**src/rtl/mu0_bus_pkg.sv**
```systemverilog
// Shared types and default widths for the MU0 memory bus and its arbiter.
package mu0_bus_pkg;

   localparam int ADDR_W_DEF = 12;
   localparam int DATA_W_DEF = 16;

   typedef enum logic [1:0] {
      IDLE      = 2'd0,
      ISSUE     = 2'd1,
      READ_DATA = 2'd2
   } state_t;

   typedef logic master_id_t;

endpackage

```
**src/rtl/mu0_rr_pick.sv**
```systemverilog
// Two-way grant chooser: single requester wins outright; on a tie either
// master 0 (fixed) or the master that did not go last (round-robin).
module mu0_rr_pick
   import mu0_bus_pkg::*;
(
   input  logic [1:0] req,
   input  master_id_t last,
   input  logic       fixed,
   output master_id_t owner
);

   // Resolve the owner from the request pair and the previous owner
   always_comb begin
      owner = 1'b0;
      case (req)
         2'b01: owner = 1'b0;
         2'b10: owner = 1'b1;
         2'b11: begin
            if (fixed) begin
               owner = 1'b0;
            end else begin
               owner = ~last;
            end
         end
         default: owner = 1'b0;
      endcase
   end

endmodule

```
**src/rtl/mu0_mem_arbiter.sv**
```systemverilog
// Arbiter sharing the single-port MU0 memory between the CPU (master 0) and
// the loader (master 1). Requests are latched on grant so the memory sees a
// stable address/data for the whole access; strobes and waitrequests leave
// on flops computed from the next-state decision.
module mu0_mem_arbiter
   import mu0_bus_pkg::*;
#(
   parameter int ADDR_W         = ADDR_W_DEF,
   parameter int DATA_W         = DATA_W_DEF,
   parameter bit FIXED_PRIORITY = 1'b0
) (
   input  logic              clk,
   input  logic              rst,
   input  logic [ADDR_W-1:0] m0_address,
   input  logic              m0_read,
   input  logic              m0_write,
   input  logic [DATA_W-1:0] m0_writedata,
   output logic [DATA_W-1:0] m0_readdata,
   output logic              m0_waitrequest,
   input  logic [ADDR_W-1:0] m1_address,
   input  logic              m1_read,
   input  logic              m1_write,
   input  logic [DATA_W-1:0] m1_writedata,
   output logic [DATA_W-1:0] m1_readdata,
   output logic              m1_waitrequest,
   output logic [ADDR_W-1:0] mem_address,
   output logic              mem_read,
   output logic              mem_write,
   output logic [DATA_W-1:0] mem_writedata,
   input  logic [DATA_W-1:0] mem_readdata,
   output logic              busy,
   output logic              protocol_error
);

   state_t            state_r, state_s;
   master_id_t        owner_r, owner_s, last_r, last_s, pick_s;
   logic              op_wr_r, op_wr_s;
   logic [ADDR_W-1:0] addr_r, addr_s;
   logic [DATA_W-1:0] wdata_r, wdata_s;
   logic              perr_r, perr_s;
   logic [1:0]        req_s;
   logic              sel_rd_s, sel_wr_s;
   logic [ADDR_W-1:0] sel_addr_s;
   logic [DATA_W-1:0] sel_wdata_s;
   logic              mem_read_s, mem_write_s, done_s, m0_wait_s, m1_wait_s;
   logic              mem_read_r, mem_write_r, m0_wait_r, m1_wait_r, busy_r;

   assign req_s = {m1_read | m1_write, m0_read | m0_write};

   mu0_rr_pick u_pick (
      .req   (req_s),
      .last  (last_r),
      .fixed (FIXED_PRIORITY),
      .owner (pick_s)
   );

   // Route the bus of the master that would win a grant this cycle
   always_comb begin
      if (pick_s == 1'b1) begin
         sel_rd_s    = m1_read;
         sel_wr_s    = m1_write;
         sel_addr_s  = m1_address;
         sel_wdata_s = m1_writedata;
      end else begin
         sel_rd_s    = m0_read;
         sel_wr_s    = m0_write;
         sel_addr_s  = m0_address;
         sel_wdata_s = m0_writedata;
      end
   end

   // Next state, grant latches, round-robin history and sticky error
   always_comb begin
      state_s = state_r;
      owner_s = owner_r;
      last_s  = last_r;
      op_wr_s = op_wr_r;
      addr_s  = addr_r;
      wdata_s = wdata_r;
      perr_s  = perr_r;
      case (state_r)
         IDLE: begin
            if (req_s != 2'b00) begin
               state_s = ISSUE;
               owner_s = pick_s;
               op_wr_s = sel_wr_s;   // write wins when both strobes are set
               addr_s  = sel_addr_s;
               wdata_s = sel_wdata_s;
               perr_s  = perr_r | (sel_rd_s & sel_wr_s);
            end else begin
               state_s = IDLE;
            end
         end
         ISSUE: begin
            if (op_wr_r) begin
               state_s = IDLE;
               last_s  = owner_r;
            end else begin
               state_s = READ_DATA;
            end
         end
         READ_DATA: begin
            state_s = IDLE;
            last_s  = owner_r;
         end
         default: state_s = IDLE;
      endcase
   end

   // Bus-facing strobes for the upcoming cycle, registered below
   always_comb begin
      mem_write_s = (state_s == ISSUE) && op_wr_s;
      mem_read_s  = (state_s == ISSUE) && !op_wr_s;
      done_s      = mem_write_s || (state_s == READ_DATA);
      m0_wait_s   = !(done_s && (owner_s == 1'b0));
      m1_wait_s   = !(done_s && (owner_s == 1'b1));
   end

   // State, latches and registered outputs; reset abandons any access
   always_ff @(posedge clk or posedge rst) begin
      if (rst) begin
         state_r     <= IDLE;
         owner_r     <= 1'b0;
         last_r      <= 1'b1;
         op_wr_r     <= 1'b0;
         addr_r      <= {ADDR_W{1'b0}};
         wdata_r     <= {DATA_W{1'b0}};
         perr_r      <= 1'b0;
         mem_read_r  <= 1'b0;
         mem_write_r <= 1'b0;
         m0_wait_r   <= 1'b1;
         m1_wait_r   <= 1'b1;
         busy_r      <= 1'b0;
      end else begin
         state_r     <= state_s;
         owner_r     <= owner_s;
         last_r      <= last_s;
         op_wr_r     <= op_wr_s;
         addr_r      <= addr_s;
         wdata_r     <= wdata_s;
         perr_r      <= perr_s;
         mem_read_r  <= mem_read_s;
         mem_write_r <= mem_write_s;
         m0_wait_r   <= m0_wait_s;
         m1_wait_r   <= m1_wait_s;
         busy_r      <= (state_s != IDLE);
      end
   end

   assign mem_address    = addr_r;
   assign mem_writedata  = wdata_r;
   assign mem_read       = mem_read_r;
   assign mem_write      = mem_write_r;
   assign m0_waitrequest = m0_wait_r;
   assign m1_waitrequest = m1_wait_r;
   assign busy           = busy_r;
   assign protocol_error = perr_r;

   // Memory data passes straight through to the owner in its completion cycle
   assign m0_readdata = ((state_r == READ_DATA) && (owner_r == 1'b0)) ? mem_readdata : {DATA_W{1'b0}};
   assign m1_readdata = ((state_r == READ_DATA) && (owner_r == 1'b1)) ? mem_readdata : {DATA_W{1'b0}};

endmodule
```
**config.mk**
```make
export PLATFORM = sky130hd
export DESIGN_NAME = mu0_mem_arbiter
export DESIGN_NICKNAME = d
export VERILOG_FILES = /design/src/rtl/mu0_bus_pkg.sv /design/src/rtl/mu0_rr_pick.sv /design/src/rtl/mu0_mem_arbiter.sv
export SDC_FILE = /design/constraint.sdc
export NUM_CORES = 1
export LEC_CHECK = 0
export ABC_AREA = 1
export BUFFER_PORTS_ARGS = -buffer_cell sky130_fd_sc_hd__buf_2
export CAP_MARGIN = 20
export CORE_MARGIN = 4
export CORE_UTILIZATION = 36
export CTS_CLUSTER_DIAMETER = 100
export DETAILED_ROUTE_END_ITERATION = 10
export MAX_ROUTING_LAYER = met4
export PLACE_DENSITY = 0.78
export SLEW_MARGIN = 30
export SYNTH_ARGS = -nofsm -noshare
export SYNTH_HDL_FRONTEND = slang
export SYNTH_SLANG_ARGS = --single-unit
```
**constraint.sdc**
```tcl
create_clock -name clk -period 1.2 [get_ports clk]
set_clock_uncertainty 0.05 [all_clocks]
set_input_delay 0.06 -clock clk [delete_from_list [all_inputs] [get_ports clk]]
set_output_delay 0.06 -clock clk [all_outputs]
set_load 0.01 [all_outputs]
```
==> results of run 1 <==
-- worst min-delay path, stage by stage --
cell and delay, ps:
buf_2 100, nand3_1 70, a31oi_1 80
-- timing repair --
item	CTS	global route
pin swaps	3	0
endpoints found under the hold margin	64	0
buffers inserted	9	1
setup endpoints to repair	67	69
gates resized for setup	32	31
hold buffers	48	0
gates cloned	3	4
-- synthesized netlist by cell type --
| library cell | instances |
|---|---|
| nor2_1 | 63 |
| nand2_1 | 44 |
| dfrtp_1 | 36 |
| nand3_1 | 32 |
| a31oi_1 | 28 |
| inv_1 | 26 |
| buf_2 | 7 |
| buf_4 | 6 |
| clkbuf_1 | 4 |
| dfstp_2 | 3 |
| o21ai_0 | 2 |
| a21oi_1 | 1 |
| a21oi_2 | 1 |
| nand4_1 | 1 |
| nor2_2 | 1 |
| nor3_1 | 1 |
| o21ai_2 | 1 |
-- report_power, final --
part / leakage [nW] / total [mW] / switching (mW) / internal (mW)
Clock: 0.0471 / 0.884 / 0.434 / 0.451
Sequential: 0.443 / 2.36 / 0.352 / 2.00
Combinational: 1.52 / 5.49 / 2.72 / 2.77
Total: 2.01 / 8.73 / 3.51 / 5.22
-- flip-flops by register name, summed over array words and instances, names as in the netlist --
register,flops
op_wr_r,1
m1_waitrequest,1
protocol_error,1
mem_writedata,16
m0_waitrequest,1
mem_address,12
busy,1
mem_write,1
mem_read,1
last_r,1
state_r,2
owner_r,1
-- placed cells by master (no fill, tap or decap), drive strengths merged --
cell type / synthesis / routed
nand2: 44 / 44
a21oi: 2 / 2
nand4: 1 / 1
buf: 13 / 170
nor2: 64 / 64
nand3: 32 / 32
diode: 0 / 1
a31oi: 28 / 28
dfrtp: 36 / 36
inv: 26 / 26
clkinv: 0 / 1
dfstp: 3 / 3
o21ai: 3 / 3
nor3: 1 / 1
dlygate4sd3: 0 / 48
clkbuf: 4 / 10
-- cell families (layout without fill, tap and decap cells) --
family | count (synthesis) | count (layout) | share of synthesized area [%]
AOI/OAI and AO/OA | 33 | 33 | 10.6
buffers and inverters | 43 | 255 | 9.83
DFF | 39 | 39 | 50.0
other | 0 | 1 | 0
and+or+nand+nor | 142 | 142 | 29.6
-- final cells by class --
cell class	instances	area, um2	share of cell area, %
Clock inverter	1	5.00	0.129
Antenna cell	1	2.50	0.0645
Sequential cell	39	980	25.2
Clock buffer	6	82.6	2.13
Multi-Input combinational cell	175	930	24.0
Tap cell	70	87.6	2.26
Timing Repair Buffer	222	1700	43.7
Inverter	26	97.6	2.52
-- worst min-delay path by stage --
stage | cells past startpoint | startpoint | endpoint | slack, ps
final | 3 | m1_writedata[2] | mem_writedata[2]$_DFFE_PP0P_ | 3
after global routing | 3 | m1_writedata[12] | mem_writedata[12]$_DFFE_PP0P_ | 2
after CTS | 3 | m1_address[9] | mem_address[9]$_DFFE_PP0P_ | 1
after detailed placement | 3 | rst | mem_writedata[13]$_DFFE_PP0P_ | 80
after global placement | 3 | rst | mem_writedata[13]$_DFFE_PP0P_ | 80
after floorplan | 2 | m0_address[11] | mem_address[11]$_DFFE_PP0P_ | 160
-- layer usage --
metal  global-route usage [%]  routed length [um]  vias up
met5                        -                   0        -
met4                     8.80                 180        0
met3                     4.93                 732       21
met2                     42.6                4330      158
met1                     25.3                3040     1277
li1                         -                   -     1261
==> metrics.cfg, run 1 <==
[grt]
grt_pass1_vias=2596
antenna_found_initial=0
grt_max_degree=40
overflow=0
grt.total_usage_pct=23.6
grt_first_pass_wirelength_um=11700

[outcome]
violations=setup timing
status=finished with violations

[placement]
place.gp.congestion=0.808
place_area_um2=2840
dp_hpwl_um=4660
preCtsSetupSlack_ps=-174
post-place-cells=468
portBuffers=143

[clock_tree]
clockRootBuffer=clkbuf_8
htreeDepth=2
cts.sinks=39
clk_transition_reported_paths_ps=70
cts_tree=done
cts_buffers=5
ctsLongestPathBuffers=2
clk_latency_ps=280

[sta]
setup_tns_ps=-12020
fin_hold_ws_ps=2.82
post-route-period-util_pct=122
period_minus_slack_ps=1460
rsz0062_at_grt=true
slew_violations=0
maxSlewHeadroom_pct=78.3
worst_slack_ps=-260
timing.fmax_mhz=685
hold_viol=0
worst-slew-pin-transition_ps=322
setup_viol=69

[finish]
fin_util_pct=74.5
stdcell_count=540
postLayoutCellArea_um2=3880
nFillCells=357
nets=547
syn2layout_area_growth_pct=98.0
drive_above_1_share_pct=46.3

[floorplanning]
rows=26
die_h_um=81.8
initial_utilization_pct=37.6
num_io_pins=144
die-area_um2=6690
core_um2=5200
fp.dieW_um=81.8

[power]
p_leak_nw=2.01
peakVddDrop_v=0.00120
p_total_mw=8.73
power_density_nw_per_um2=2250

[worst_setup_path]
path_depth=6
r2r_slack_ps=-220
worst_setup_path_end_kind=primary output
cp_top_family=buffers and inverters
crit_buf_inv=4
critical_path.max_stage_delay_ps=390
ff2ff_path_depth=7
crit_chain=inv_2 -> buf_6 -> nand3_4 -> buf_8 -> nor2_1 -> buf_2
required_ps=1090
crit_end=m1_readdata[14]
arrival_ps=1350
startpoint=state_r[0]$_DFF_PP0_
slowest_stage=dfrtp_1
startpoint_type=flip-flop
setup.worst_path.class=flip-flop to primary output
path_max_fanout=8
reg2reg_to=mem_address[5]$_DFFE_PP0P_
reg2reg_from=state_r[1]$_DFF_PP0_

[worst_hold_path]
min_path_type=input port to flip-flop

[run]
drv_cap=0

[drt]
via_count=2717
ant_nets=0
routed_wl_um=8290
avgViaCountPerCell=5.03
avgRoutedWirePerCell_um=15.3
drtIter0Drc=156
drc=0
dr.pass1.iters=4

[logic_synthesis]
ys_types=17
synth_top_area_share_pct=46.0
ys_top_cells_by_area=dfrtp_1 (46%), nor2_1 (12%), a31oi_1 (8.9%), nand2_1 (8.4%), nand3_1 (8.2%)
syn_area_per_cell_um2=7.62
postSynthNetCount=335
yosysWarnings=0
ys_seq_area_share_pct=50.0
ys_ff_latch=39
syn_inst=257
syn_area_um2=1960
yosysTopAreaCell=dfrtp_1

Note: power is estimated with default switching activity, not from simulation.
==> run 2, diff against run 1 <==
ABC_AREA = unset   (was 1)
CORE_UTILIZATION = 37   (was 36)
==> run 2 against run 1 <==
Net effect: the flow still finishes with violations (setup timing); die area is 1.1% higher; design area is 11% higher; synthesized cell count is 8.9% lower; via count is 1.0% higher; sequential power is 4% higher; clock power is 0.5% lower; setup slack worse by 140 ps; core utilization is 7.8 points higher; largest power group unchanged; highest routed layer unchanged.
==> metrics.cfg, run 2 <==
[outcome]
status=finished with violations
violations=setup timing

[finish]
n_antenna_cell=0  ; -1
largest_register_ffs=16  ; unchanged
nets=535  ; -2.2%
final_common_cell=buf_2
fin_util_pct=82.3  ; +7.8 points
mostFrequentLayoutCells=buf_2 (129), buf_6 (38), dfrtp_1 (36), dlygate4sd3_1 (36), nand2_1 (30)
drive_above_1_share_pct=63.5  ; +17 points
syn2layout_area_growth_pct=111

[power]
p_clk_share_pct=7.9  ; -2.2 points
switchingPower_mw=4.72  ; +35%
seq_power_share_pct=21.9  ; -5.1 points
p_int_mw=6.46  ; +24%
swShare_pct=42.2  ; +2.0 points
peakVddDrop_v=0.00206  ; +71%
combPwrFrac_pct=70.2  ; +7.3 points
power_density_nw_per_um2=2590  ; +15%
p_leak_nw=2.06  ; +2.6%
p_total_mw=11.2  ; +28%

[logic_synthesis]
synth_flop_cell=dfrtp_1
synth.most_common_cell=a21oi_1
syn_inst=234  ; -8.9%
ys_async_sr_fraction_pct=100  ; unchanged
synth_top_area_share_pct=44.2  ; -1.8 points
ys_ff_latch=39  ; unchanged
ys_types=31  ; +14
syn_area_um2=2040  ; +4.0%
syn_area_per_cell_um2=8.71  ; +14%
yosysWarnings=0  ; unchanged
postSynthNetCount=312  ; -6.9%
synth_edf_count=0  ; unchanged
ys_top_cells_by_count=a21oi_1 (49), dfrtp_1 (36), nand2_1 (34)
yosysTopAreaCell=dfrtp_1
ys_top_cells_by_area=dfrtp_1 (44%), a21oi_1 (12%), and2_1 (9.8%), nand2_1 (6.3%), a21oi_2 (4.3%)
ys_seq_area_share_pct=48.1  ; -1.9 points

[drt]
ant_nets=0  ; unchanged
avgRoutedWirePerCell_um=17.9  ; +17%
routed_wl_um=9470  ; +14%
drtIter0Drc=219  ; +40%
dr.pass1.iters=4  ; unchanged
via_count=2745  ; +1.0%
avgViaCountPerCell=5.20  ; +3.3%
drc=0  ; unchanged

[sta]
timing.fmax_mhz=627  ; -8.5%
hold_viol=0  ; unchanged
fin_hold_ws_ps=7.48  ; +4.66 ps
worst_slack_ps=-395  ; -135 ps
slew_violations=0  ; unchanged
worst-slew-pin-transition_ps=404  ; +81.5 ps
period_minus_slack_ps=1600  ; +135 ps
post-route-period-util_pct=133  ; +11 points
rsz0062_at_grt=true
setup_viol=70  ; +1.4%
maxSlewHeadroom_pct=73.1  ; -5.2 points

[worst_setup_path]
required_ps=1330  ; +240 ps
worst_setup_path_end_kind=flip-flop
slowest_stage=dfrtp_1
setup.worst_path.class=flip-flop to flip-flop
path_max_fanout=8  ; unchanged
crit_chain=buf_4 -> a211o_4 -> buf_6 -> buf_12 -> a21oi_4 -> a21oi_2
crit_buf_inv=3  ; -1
startpoint_type=flip-flop
arrival_ps=1730  ; +380 ps
cp_top_family=compound AO/OA/AOI/OAI gates
critical_path.max_stage_delay_ps=400  ; about the same

[placement]
place.gp.congestion=0.780  ; -3.4%
portBuffers=143  ; unchanged
dp_hpwl_um=5020  ; +7.8%

[floorplanning]
die_h_um=82.2  ; +0.54%
initial_utilization_pct=38.9  ; +1.3 points
core_um2=5240  ; +0.62%
num_io_pins=144  ; unchanged
fp.dieW_um=82.2  ; +0.54%
die-area_um2=6760  ; +1.1%
rows=26  ; unchanged

[clock_tree]
htreeDepth=2  ; unchanged
clockRootBuffer=clkbuf_8
cts.sinks=39  ; unchanged
cts_buffers=5  ; unchanged
cts_tree=done
clk_transition_reported_paths_ps=80  ; about the same
ctsLongestPathBuffers=2  ; unchanged
clk_latency_ps=280  ; about the same

[grt]
antenna_found_initial=0  ; unchanged
overflow=0  ; unchanged
grt_first_pass_wirelength_um=12900  ; +10%
grt_max_degree=31  ; -23%
grt_pass1_vias=2843  ; +9.5%
grt.total_usage_pct=26.2  ; +2.6 points

[run]
drv_cap=0  ; unchanged

[worst_hold_path]
min_path_type=input port to flip-flop

[run 2: changes by cell type after synthesis, moves of 23 or more]
cell     delta
a21oi_1    +48
a31oi_1    -28
and2_1     +32
inv_1      -23
nand3_1    -32
nor2_1     -40
[run 2: worst paths after layout]
| kind | to | cells after the start | slack, ps | start |
|---|---|---|---|---|
| hold / removal | mem_address[1]$_DFFE_PP0P_ | 3 | 7 | m1_address[1] |
| setup / recovery | mem_address[4]$_DFFE_PP0P_ | 6 | -400 | state_r[1]$_DFF_PP0_ |
| setup reg to reg | mem_address[4]$_DFFE_PP0P_ | 6 | -400 | state_r[1]$_DFF_PP0_ |
| max in group asynchronous | last_r$_DFFE_PP1P_ | 4 | 390 | rst |
| min in group asynchronous | mem_address[1]$_DFFE_PP0P_ | 4 | 260 | rst |
| hold reg to reg | protocol_error$_DFFE_PP0P_ | 1 | 460 | protocol_error$_DFFE_PP0P_ |
[run 2: layout make-up]
| cell class | instances | area, um2 |
|---|---|---|
| tap | 70 | 87.6 |
| fill | 276 | 927 |
| timing repair buffer | 230 | 1800 |
| multi-input combinational | 177 | 1340 |
| clock buffer | 7 | 76.3 |
| clock inverter | 1 | 5.00 |
| inverter | 4 | 22.5 |
| sequential | 39 | 980 |
[run 2: stage by stage]
| step | cells | instance area [um2] | setup TNS, ps | setup WS, ps |
|---|---|---|---|---|
| 4_1_cts | 520 | 3960 | -20420 | -352 |
| 6_report | 528 | 4310 | -22820 | -395 |
| 2_1_floorplan | 234 | 2100 | -4170 | -207 |
| 3_3_place_gp | 461 | 3080 | -4920 | -151 |
| 5_1_grt | 528 | 4310 | -25980 | -451 |
| 3_5_place_dp | 461 | 3080 | -6710 | -187 |
[run 2: power groups by stage]
stage / registers (mW) / clock network (mW) / logic (mW)
6_report: 2.45 / 0.880 / 7.85
5_1_grt: 2.52 / 0.946 / 8.30
4_1_cts: 2.41 / 0.885 / 6.48
3_5_place_dp: 2.39 / 0 / 4.69
3_3_place_gp: 2.39 / 0 / 4.54
2_1_floorplan: 2.69 / 0 / 2.48
[run 2: tightest hold or removal path: stages]
cell and delay [ps]:
buf_2 90, a21oi_2 50, a21oi_2 100
[run 2: what timing repair did]
action / CTS / global route
hold endpoints to repair: 66 / 0
pin swaps: 30 / 8
resized for setup: 64 / 62
hold buffers: 36 / 0
setup endpoints to repair: 67 / 70
setup buffers: 9 / 8
gates cloned: 6 / 0
[run 2: logic make-up after synthesis]
group,count (synthesis),share of synthesized area [%]
buffers and inverters,18,5.09
AOI/OAI and AO/OA,68,19.6
muxes,1,0.552
DFF,39,48.1
and+or+nand+nor,108,26.7
[run 2: metal layers]
layer	share of wire, %	wire, um	track usage (%)
met1	33	3150	25.8
met2	53	5040	47.5
met3	9.4	891	4.99
met4	4.1	384	15.4
met5	0	0	-
==> run 3, diff against run 2 <==
CORE_UTILIZATION = 42   (was 37)
CTS_BUF_LIST = sky130_fd_sc_hd__clkbuf_8   (was unset)
PLACE_DENSITY = 0.84   (was 0.78)
clock period = 1.6 ns   (was 1.2 ns; I/O delays follow)
==> run 3 against run 2 <==
Net effect: the run now ends clean; design area fell by 24%; clock-buffer cell count stayed put; cell count fell by 9.5%; routed wire length fell by 30%; critical path type unchanged; critical endpoint unchanged.
==> metrics.cfg, run 3 (synthesized netlist as in run 2, its figures left out) <==
[outcome]
status=finished clean

[drt]
drt-met1-wl_um=2510  ; -20%
drtIter0Drc=136  ; -38%
ant_nets=0  ; unchanged
routed_wl_um=6640  ; -30%
routed-wl-met2_um=3410  ; -32%
avgViaCountPerCell=4.82  ; -7.2%
drc=0  ; unchanged
route.met3.wl_um=469  ; -47%
dr.max_layer_used=met4
dr.pass1.iters=4  ; unchanged
via_count=2306  ; -16%
avgRoutedWirePerCell_um=13.9  ; -23%

[sta]
maxSlewHeadroom_pct=67.1  ; -6.0 points
rsz0062_at_grt=true
fin_hold_ws_ps=31.6  ; +24.1 ps
post-route-period-util_pct=95.6  ; -37 points
setup_viol=0  ; -100%
hold_viol=0  ; unchanged
slew_violations=0  ; unchanged
period_minus_slack_ps=1530  ; -65.8 ps
worst-slew-pin-transition_ps=489  ; +85.5 ps
worst_slack_ps=70.5  ; +466 ps
timing.fmax_mhz=654  ; +4.3%

[floorplanning]
num_io_pins=144  ; unchanged
fp.dieW_um=77.7  ; -5.5%
die_h_um=77.7  ; -5.5%
initial_utilization_pct=43.2  ; +4.2 points
rows=25  ; -3.8%
die-area_um2=6030  ; -11%
core_um2=4720  ; -9.8%

[worst_setup_path]
worst_setup_path_end_kind=flip-flop
setup.worst_path.class=flip-flop to flip-flop
required_ps=1730  ; +400 ps
path_max_fanout=18  ; +10
arrival_ps=1660  ; -70 ps
startpoint_type=flip-flop

[grt]
grt_first_pass_wirelength_um=10500  ; -19%
grt_max_degree=40  ; +29%
grt_pass1_vias=2268  ; -20%
antenna_found_initial=0  ; unchanged
grt.total_usage_pct=22.4  ; -3.8 points
overflow=0  ; unchanged

[finish]
multi_input_area_um2=995  ; -25%
syn2layout_area_growth_pct=61.7
seq_area_um2=983  ; +0.38%
nFillCells=342  ; +24%
mostFrequentLayoutCells=buf_2 (143), a21oi_1 (46), nand2_1 (34)
n_antenna_cell=0  ; unchanged
largest_register_ffs=16  ; unchanged
drive_above_1_share_pct=48.2  ; -15 points
final_common_cell=buf_2
nets=488  ; -8.8%

[power]
p_leak_nw=1.70  ; -18%
peakVddDrop_v=0.00108  ; -48%
seq_power_share_pct=32.4  ; +11 points
p_int_mw=3.30  ; -49%
power_density_nw_per_um2=1740  ; -33%
combPwrFrac_pct=55.1  ; -15 points
switchingPower_mw=2.42  ; -49%
swShare_pct=42.3  ; +0.079 points
p_clk_share_pct=12.6  ; +4.7 points

[clock_tree]
cts_tree=done
htreeDepth=2  ; unchanged
clk_latency_ps=280  ; about the same
cts.sinks=39  ; unchanged
cts_buffers=5  ; unchanged
clockRootBuffer=clkbuf_8
ctsLongestPathBuffers=2  ; unchanged
clk_transition_reported_paths_ps=70  ; about the same

[placement]
place.gp.congestion=0.917  ; +17%
preCtsSetupSlack_ps=76.3  ; +263 ps
portBuffers=143  ; unchanged
dp_hpwl_um=4470  ; -11%

[worst_hold_path]
min_path_type=input port to flip-flop

[run]
drv_cap=0  ; unchanged

-- run 3: cell count changes in the layout (fill, tap and decap cells not counted), sizes merged --
cell,before,now
dlygate4sd3,36,29
and3b,1,2
buf,194,153
inv,4,5
clkinv,1,0
-- run 3: critical path, stage by stage (launching register included) --
cell	delay, ps
dfstp_2	590
o21ai_2	90
and2b_1	180
buf_4	200
a21oi_1	220
a21oi_2	80
-- run 3: area by class of cell --
cell class | instances | area share [%]
clock inverters | 1 | 0.114
inverters | 4 | 0.456
repair buffers | 182 | 33.9
flip-flops and latches | 39 | 29.8
clock buffers | 7 | 2.92
multi-input cells | 178 | 30.2
well taps | 67 | 2.54
-- run 3: layer usage --
layer,global-route usage [%],up-vias
met5,-,-
met4,10.7,0
met3,5.68,24
met2,37.3,121
met1,24.9,1033
li1,-,1128
-- run 3: final timing paths --
kind,startpoint,cells past startpoint,slack [ps],end
worst min-delay path,m1_address[6],3,30,mem_address[6]$_DFFE_PP0P_
min in group asynchronous,rst,4,400,mem_writedata[12]$_DFFE_PP0P_
max in group asynchronous,rst,4,740,state_r[1]$_DFF_PP0_
worst max register to register,last_r$_DFFE_PP1P_,5,70,mem_address[4]$_DFFE_PP0P_
worst max-delay path,last_r$_DFFE_PP1P_,5,70,mem_address[4]$_DFFE_PP0P_
worst min register to register,protocol_error$_DFFE_PP0P_,1,420,protocol_error$_DFFE_PP0P_
-- run 3: timing repair --
action | 4_1_cts | 5_1_grt
setup buffers | 2 | 0
gates resized for setup | 2 | 9
pin swaps | 1 | 0
hold buffers | 29 | 0
endpoints found under the setup margin | 32 | 35
hold endpoints to repair | 64 | 0
cloned | 0 | 1
-- run 3: power groups by stage --
stage | clock [mW] | sequential [mW] | combinational (mW)
2_1_floorplan | 0 | 2.01 | 1.73
3_3_place_gp | 0 | 1.81 | 2.92
3_5_place_dp | 0 | 1.82 | 3.01
4_1_cts | 0.736 | 1.83 | 3.11
5_1_grt | 0.789 | 1.93 | 3.46
6_report | 0.718 | 1.85 | 3.15
-- run 3: per-stage QoR --
step | utilization (%) | instance area, um2 | total power [mW] | TNS (ps) | std cells
finish | 69.8 | 3300 | 5.72 | 0 | 478
global route | 69.8 | 3300 | 6.18 | -1.44 | 478
CTS | 69.0 | 3260 | 5.67 | 0 | 477
detailed placement | 60.3 | 2850 | 4.84 | 0 | 438
global placement | 60.3 | 2850 | 4.73 | 0 | 438
floorplan | - | 2040 | 3.74 | 0 | 234
